[src/rtl/cordic_stream_ctrl.sv]
// Valid/ready wrapper around a fixed-latency, handshake-free CORDIC pipeline.
// Credits bound accepts to FIFO space, so captured results are never dropped.
module cordic_stream_ctrl #(
    parameter int unsigned N_ITERATION = 12,
    parameter int unsigned BITS        = 33,
    parameter int unsigned TAG_BITS    = 4,
    parameter int unsigned FIFO_DEPTH  = 16
) (
    input  logic                i_clk,
    input  logic                i_rst,
    input  logic                s_valid,
    output logic                s_ready,
    input  logic [BITS-1:0]     s_x,
    input  logic [BITS-1:0]     s_y,
    input  logic [BITS-1:0]     s_z,
    input  logic [1:0]          s_mode,
    input  logic                s_rot_en,
    input  logic [TAG_BITS-1:0] s_tag,
    output logic [BITS-1:0]     c_x,
    output logic [BITS-1:0]     c_y,
    output logic [BITS-1:0]     c_z,
    output logic [1:0]          c_mode,
    output logic                c_rot_en,
    input  logic [BITS-1:0]     c_ox,
    input  logic [BITS-1:0]     c_oy,
    input  logic [BITS-1:0]     c_oz,
    output logic                m_valid,
    input  logic                m_ready,
    output logic [BITS-1:0]     m_x,
    output logic [BITS-1:0]     m_y,
    output logic [BITS-1:0]     m_z,
    output logic [TAG_BITS-1:0] m_tag,
    output logic                m_err
);

    localparam int unsigned PW = $clog2(FIFO_DEPTH);
    localparam int unsigned EW = 3 * BITS + TAG_BITS + 1;

    logic                accept;
    logic                pop;
    logic                illegal_mode;
    logic                empty;
    logic [PW:0]         credits_q, credits_d;
    logic [N_ITERATION:0] vld_q;
    logic [N_ITERATION:0] err_q;
    logic [TAG_BITS-1:0] tag_q [N_ITERATION+1];
    logic [EW-1:0]       mem_q [FIFO_DEPTH];
    logic [PW:0]         wr_ptr_q, rd_ptr_q;
    logic [EW-1:0]       head;

    assign illegal_mode = (s_mode == 2'b10);
    assign accept       = s_valid & s_ready;
    assign pop          = m_valid & m_ready;

    // Illegal mode is steered to linear so the core never carries an undefined mode.
    assign c_x      = s_x;
    assign c_y      = s_y;
    assign c_z      = s_z;
    assign c_mode   = illegal_mode ? 2'b00 : s_mode;
    assign c_rot_en = s_rot_en;

    assign s_ready = (credits_q != '0);
    assign empty   = (wr_ptr_q == rd_ptr_q);
    assign m_valid = !empty;
    assign head    = mem_q[rd_ptr_q[PW-1:0]];
    assign {m_x, m_y, m_z, m_tag, m_err} = head;

    always_comb begin
        credits_d = credits_q;
        unique case ({accept, pop})
            2'b10:   credits_d = credits_q - 1'b1;
            2'b01:   credits_d = credits_q + 1'b1;
            default: credits_d = credits_q;
        endcase
    end

    always_ff @(posedge i_clk) begin
        if (i_rst) begin
            credits_q <= (PW + 1)'(FIFO_DEPTH);
            vld_q     <= '0;
            err_q     <= '0;
            wr_ptr_q  <= '0;
            rd_ptr_q  <= '0;
            for (int j = 0; j <= int'(N_ITERATION); j++) begin
                tag_q[j] <= '0;
            end
            // Clearing every entry keeps the show-ahead head at zero after reset.
            for (int i = 0; i < int'(FIFO_DEPTH); i++) begin
                mem_q[i] <= '0;
            end
        end else begin
            credits_q <= credits_d;
            vld_q     <= {vld_q[N_ITERATION-1:0], accept};
            err_q     <= {err_q[N_ITERATION-1:0], illegal_mode};
            tag_q[0]  <= s_tag;
            for (int j = 1; j <= int'(N_ITERATION); j++) begin
                tag_q[j] <= tag_q[j-1];
            end
            if (vld_q[N_ITERATION]) begin
                mem_q[wr_ptr_q[PW-1:0]] <= {c_ox, c_oy, c_oz,
                                            tag_q[N_ITERATION], err_q[N_ITERATION]};
                wr_ptr_q <= wr_ptr_q + 1'b1;
            end
            if (pop) begin
                rd_ptr_q <= rd_ptr_q + 1'b1;
            end
        end
    end

endmodule

[config.mk]
export PLATFORM = sky130hd
export DESIGN_NAME = cordic_stream_ctrl
export DESIGN_NICKNAME = d
export VERILOG_FILES = /design/src/rtl/cordic_stream_ctrl.sv
export SDC_FILE = /design/constraint.sdc
export NUM_CORES = 2
export LEC_CHECK = 0
export CAP_MARGIN = 20
export CORE_MARGIN = 2
export CORE_UTILIZATION = 40
export DETAILED_ROUTE_END_ITERATION = 10
export GPL_ROUTABILITY_DRIVEN = 0
export MAX_ROUTING_LAYER = met4
export SETUP_SLACK_MARGIN = 0.02
export SLEW_MARGIN = 10
export SYNTH_ARGS = -nofsm -noshare
export SYNTH_HDL_FRONTEND = slang
export SYNTH_SLANG_ARGS = --single-unit
[constraint.sdc]
create_clock -name i_clk -period 7.8 [get_ports i_clk]
set_input_delay 1.17 -clock i_clk [delete_from_list [all_inputs] [get_ports i_clk]]
set_output_delay 1.17 -clock i_clk [all_outputs]
set_load 0.03 [all_outputs]
Yosys cells after proc, flatten, opt, wreduce, memory -nomap -nowiden
Memory sizes are Yosys's and may differ from the RTL's. A register that Yosys moved wholly into a read port is not among the register bits.
Index checks and enable logic that the tools add are counted.
{ "word_totals": {"ff_bits": 41, "mem_bits_rw": 1716, "input_bits": 209, "out_inout_bits": 208, "elab_cells": 60, "memories": 2} }
{ "memory_table": {"columns": ["memory", "words", "width", "read_ports", "rd_clocked_by_memory_dff", "wr", "line_no", "text"], "rows": [
  ["mem_q", 16, 104, 1, 1, 16, "47", "logic [EW-1:0] mem_q [FIFO_DEPTH];"],
  ["tag_q", 13, 4, 13, 0, 13, "46", "logic [TAG_BITS-1:0] tag_q [N_ITERATION+1];"]
]} }
{ "op_classes": {"n_addsub": 4, "n_eq_ne": 4, "n_mux": 26, "n_bitwise": 15, "n_reduce_logical": 4} }
{ "op_table": {"columns": ["op", "count"], "rows": [
  ["$mux 104", 1],
  ["$reduce_or 104->1", 1],
  ["$mux 4", 16],
  ["$add 5x1->5 const B", 3],
  ["$or 1x1->1", 13],
  ["$pmux 5 s2", 1],
  ["$mux 1", 7],
  ["$eq 5x5->1", 1],
  ["$reduce_bool 5->1", 1],
  ["$sub 5x1->5 const B", 1],
  ["$eq 2x2->1 const B", 2],
  ["$and 1x1->1", 2],
  ["$eq 2x1->1 const B", 1],
  ["$mux 2", 1],
  ["$reduce_bool 2->1", 1],
  ["$logic_not 1->1", 1]
]} }

Depth between registers and ports, before layout
{ "logic_depth": {"word_depth": 5, "depth_mapped": 11, "ltp_nobuf": 11} }

Worst setup path after synthesis
No wires, ideal clock.
{ "synth_timing": {"kind": "input to register", "from": "in i_rst", "to": "mem mem_q[11][0] (netlist bit), enable pin", "setup_time_ns": 0.461, "arrival_time_ns": 4.168, "required_ns": 7.339, "slack_ns": 3.171, "cell_stages": 4, "n_path_buf": 3, "path_cell_list": "clkbuf_1 > clkbuf_1 > clkbuf_1 > a21o_1"} }
{ "synth_lines": {"columns": ["item", "line_no", "text"], "rows": [
  ["from (decl)", "10", "input logic i_rst,"],
  ["to (decl)", "47", null]
]} }

==> results.tsv <==
stage	metric	value	unit
run_status	status	finished clean	
yosys	Post-synth EDFFs	1664	
power_and_ir_drop	total power	0.0248	W
yosys	Synth area leaders	edfxtp_1, and3_1, mux4_2, dfxtp_1, clkbuf_1	
setup_path	CP Class	reg2out	
setup_path	CP top delay family	buffers and inverters	
setup_path	Worst Path Required	6630	ps
yosys	Seq/Total Area, Yosys	0.663	
global_route	total gr overflow	0	
yosys	Yosys warnings	0	
drt	drt initial violations	4637	
clock_network	CTS Hold Buffers Added	0	
drt	Post-DRT Antenna Nets	0	
global_route	first-pass GRT wire length	320000	um
drt	Routed Wire Length	217000	um
sta	Hold Violations, Final	0	
clock_network	CTS Buf Count	187	
cells_and_area	fraction of layout cells with a size suffix above 1	0.156	
yosys	post-synthesis cell area	78400	um^2
yosys	Mapped Cells	5091	
yosys	async set or reset register ratio after synthesis	0	
setup_path	Crit Reg-Reg Startpoint	wr_ptr_q[1]	
clock_network	clock sink total	1761	
yosys	share of the synthesized area in the top cell type	0.638	
yosys	Netlist cell types	40	
clock_network	clk slew on worst S/H paths	60	ps
power_and_ir_drop	Pwr Density	282	nW/um^2
placed_design	dpl hpwl	95100	um
hold_path	hold path startpoint	tag_q[1][3]	
sta	worst setup margin	2310	ps
setup_path	crit-path cells	buf_12 -> mux4_2 -> a22oi_1 -> nand2_1 -> clkdlybuf4s50_1	
clock_network	Post-CTS Setup Bufs	0	
clock_network	CTS Root Cell	clkbuf_16	
drt	Vias/cell	5.88	
drt	residual DRC count	0	
flow_run	Max Cap Viol	0	
yosys	post-synth top area cell	edfxtp_1	
cells_and_area	Non-Filler Instances	7644	
setup_path	critical path launch point type	flop	
floorplan	Ports	417	
placed_design	number of port buffers	216	
setup_path	Reg2Reg Capture Point	mem_q[9][46]	
placed_design	Placed Cells	7272	
placed_design	Post-Place Setup Slack	3070	ps
floorplan	Chip Height	447	um
floorplan	num rows	162	
global_route	antenna violations before repair	31	
sta	Fmax achieved	182	MHz
drt	via count	44900	
setup_path	Worst path max stage delay	930	ps
floorplan	area of the core	195000	um^2
yosys	synthesis-stage register bit count	1761	
sta	Final Cycle Share	0.703	
setup_path	CP arrival	4320	ps
yosys	prevailing post-synth register cell	edfxtp_1	
yosys	Mean Syn Cell Area	15.4	um^2
drt	TritonRoute pass-1 iters	5	
floorplan	die span in x	447	um
yosys	Synth Net Count	5310	
sta	post-layout minimum cycle time	5490	ps
floorplan	Die ar.	199000	um^2
power_and_ir_drop	LEAKAGE	35.9	nW
clock_network	H-tree levels	4	
hold_path	worst min path class	reg2reg	
setup_path	r2r setup slk	3860	ps
floorplan	initial core utilization	0.402	
clock_network	worst skew pair latency	850	ps
setup_path	worst-path maximum fanout	147	
clock_network	post-CTS sizing	0	
sta	max-slew violation count	0	
power_and_ir_drop	Worst IR Drop VDD	0.203	mV
drt	Routed WL per cell	28.3	um
cells_and_area	NumNets Final	5059	
clock_network	CTS tree	built	
clock_network	Clock Tree Buf Depth	3	
sta	Clock Skews	40.7	ps
setup_path	Buf/Inv on CP	2	
setup_path	Crit. End Element	primary output	
sta	Setup TNS	0	ps
hold_path	Hold Path End	tag_q[1][7]	
sta	Worst-Margin Slew	1250	ps
global_route	largest net degree at the start of global routing	272	
setup_path	slowest CP cell	dfxtp_4	
yosys	Synth top cells by count	and3_1, edfxtp_1, clkbuf_1	
sta	RSZ-0062 raised after global routing	false	
global_route	number of global-route vias before repair	47000	
hold_path	hold path cells	1	
sta	worst relative slew slack	0.165	
global_route	GRT Total Usage	0.223	
sta	final setup fails	0	
cells_and_area	synth-to-layout area growth	11.9	%
yosys	count leader, synth	and3_1	
setup_path	Worst R2R Path Depth	6	
per-layer routing:
metal / share of wire / track usage / vias to the layer above
met1: 0.42 / 0.297 / 23500
met3: 0.071 / 0.0413 / 340
met2: 0.48 / 0.351 / 1639
met5: 0 / - / -
li1: - / - / 19400
met4: 0.025 / 0.0666 / 0
how the worst max path moves through the flow:
stage	end	depth (start not counted)	slack [ps]
after floorplan	mem_q[11][0]	4	3170
after global placement	mem_q[3][1]	5	3160
after detailed placement	mem_q[3][1]	5	3070
after CTS	m_y[3]	5	2260
after global routing	m_y[28]	5	2080
final	m_y[28]	5	2310
logic make-up (layout without fill, tap and decap cells):
kind of cell,Yosys count,after routing,share of synthesized area
simple gates,1915,1915,0.149
fa+ha+maj,10,10,0.00169
buf+inv,737,640,0.0429
xor+xnor,10,10,0.00112
mux,421,421,0.120
compound gates,237,237,0.0226
other cells,0,26,0
flops,1761,1761,0.663
per-stage QoR:
step / cell area [um^2] / hold slack, ps / utilization
2_1_floorplan: 78400 / 414 / -
3_3_place_gp: 81600 / 417 / 0.419
3_5_place_dp: 81600 / 420 / 0.419
4_1_cts: 87600 / 420 / 0.450
5_1_grt: 87700 / 445 / 0.450
6_report: 87700 / 423 / 0.450
report_power, final:
group | switching [W] | leakage, nW | internal [W]
Sequential | 0.000207 | 17.9 | 0.0106
Clock | 0.00383 | 2.91 | 0.00495
Combinational | 0.00282 | 15.1 | 0.00231
Total | 0.00685 | 35.9 | 0.0179
flip-flops by register name (all words and copies together) (netlist names), named ones only:
signal / flops
tag_q: 52
vld_q: 13
err_q: 13
wr_ptr_q: 5
credits_q: 5
rd_ptr_q: 5
mem_q: 1664
area by class of cell:
| type | instances | area (um^2) |
|---|---|---|
| antenna | 26 | 65.1 |
| tap | 2624 | 3280 |
| fill | 16700 | 107000 |
| inverter | 3 | 11.3 |
| multi-input combinational | 2593 | 23300 |
| clock inverter | 110 | 1080 |
| timing repair buffer | 294 | 3150 |
| sequential | 1761 | 51900 |
| clock buffer | 233 | 4900 |
worst reg2reg max path: cells and delay by family (launching register included):
kind                     cells  cell delay, ps
buffers and inverters        4            2240
adder cells (fa/ha/maj)      1             840
flip-flops                   1             410
AND/OR/NAND/NOR              1             280
cell usage in the layout, fill, tap and decap left out, types with 29 or more instances in the layout:
master and n:
clkinv_1 46, clkbuf_1 42, clkdlybuf4s50_1 215, buf_12 29
edfxtp_1 1664, and3_1 1667, dfxtp_1 95, mux4_2 416
clkbuf_16 188, buf_4 48, nor2b_1 77, a22oi_1 208
nand2_1 117
(Power assumes the default switching activity.)
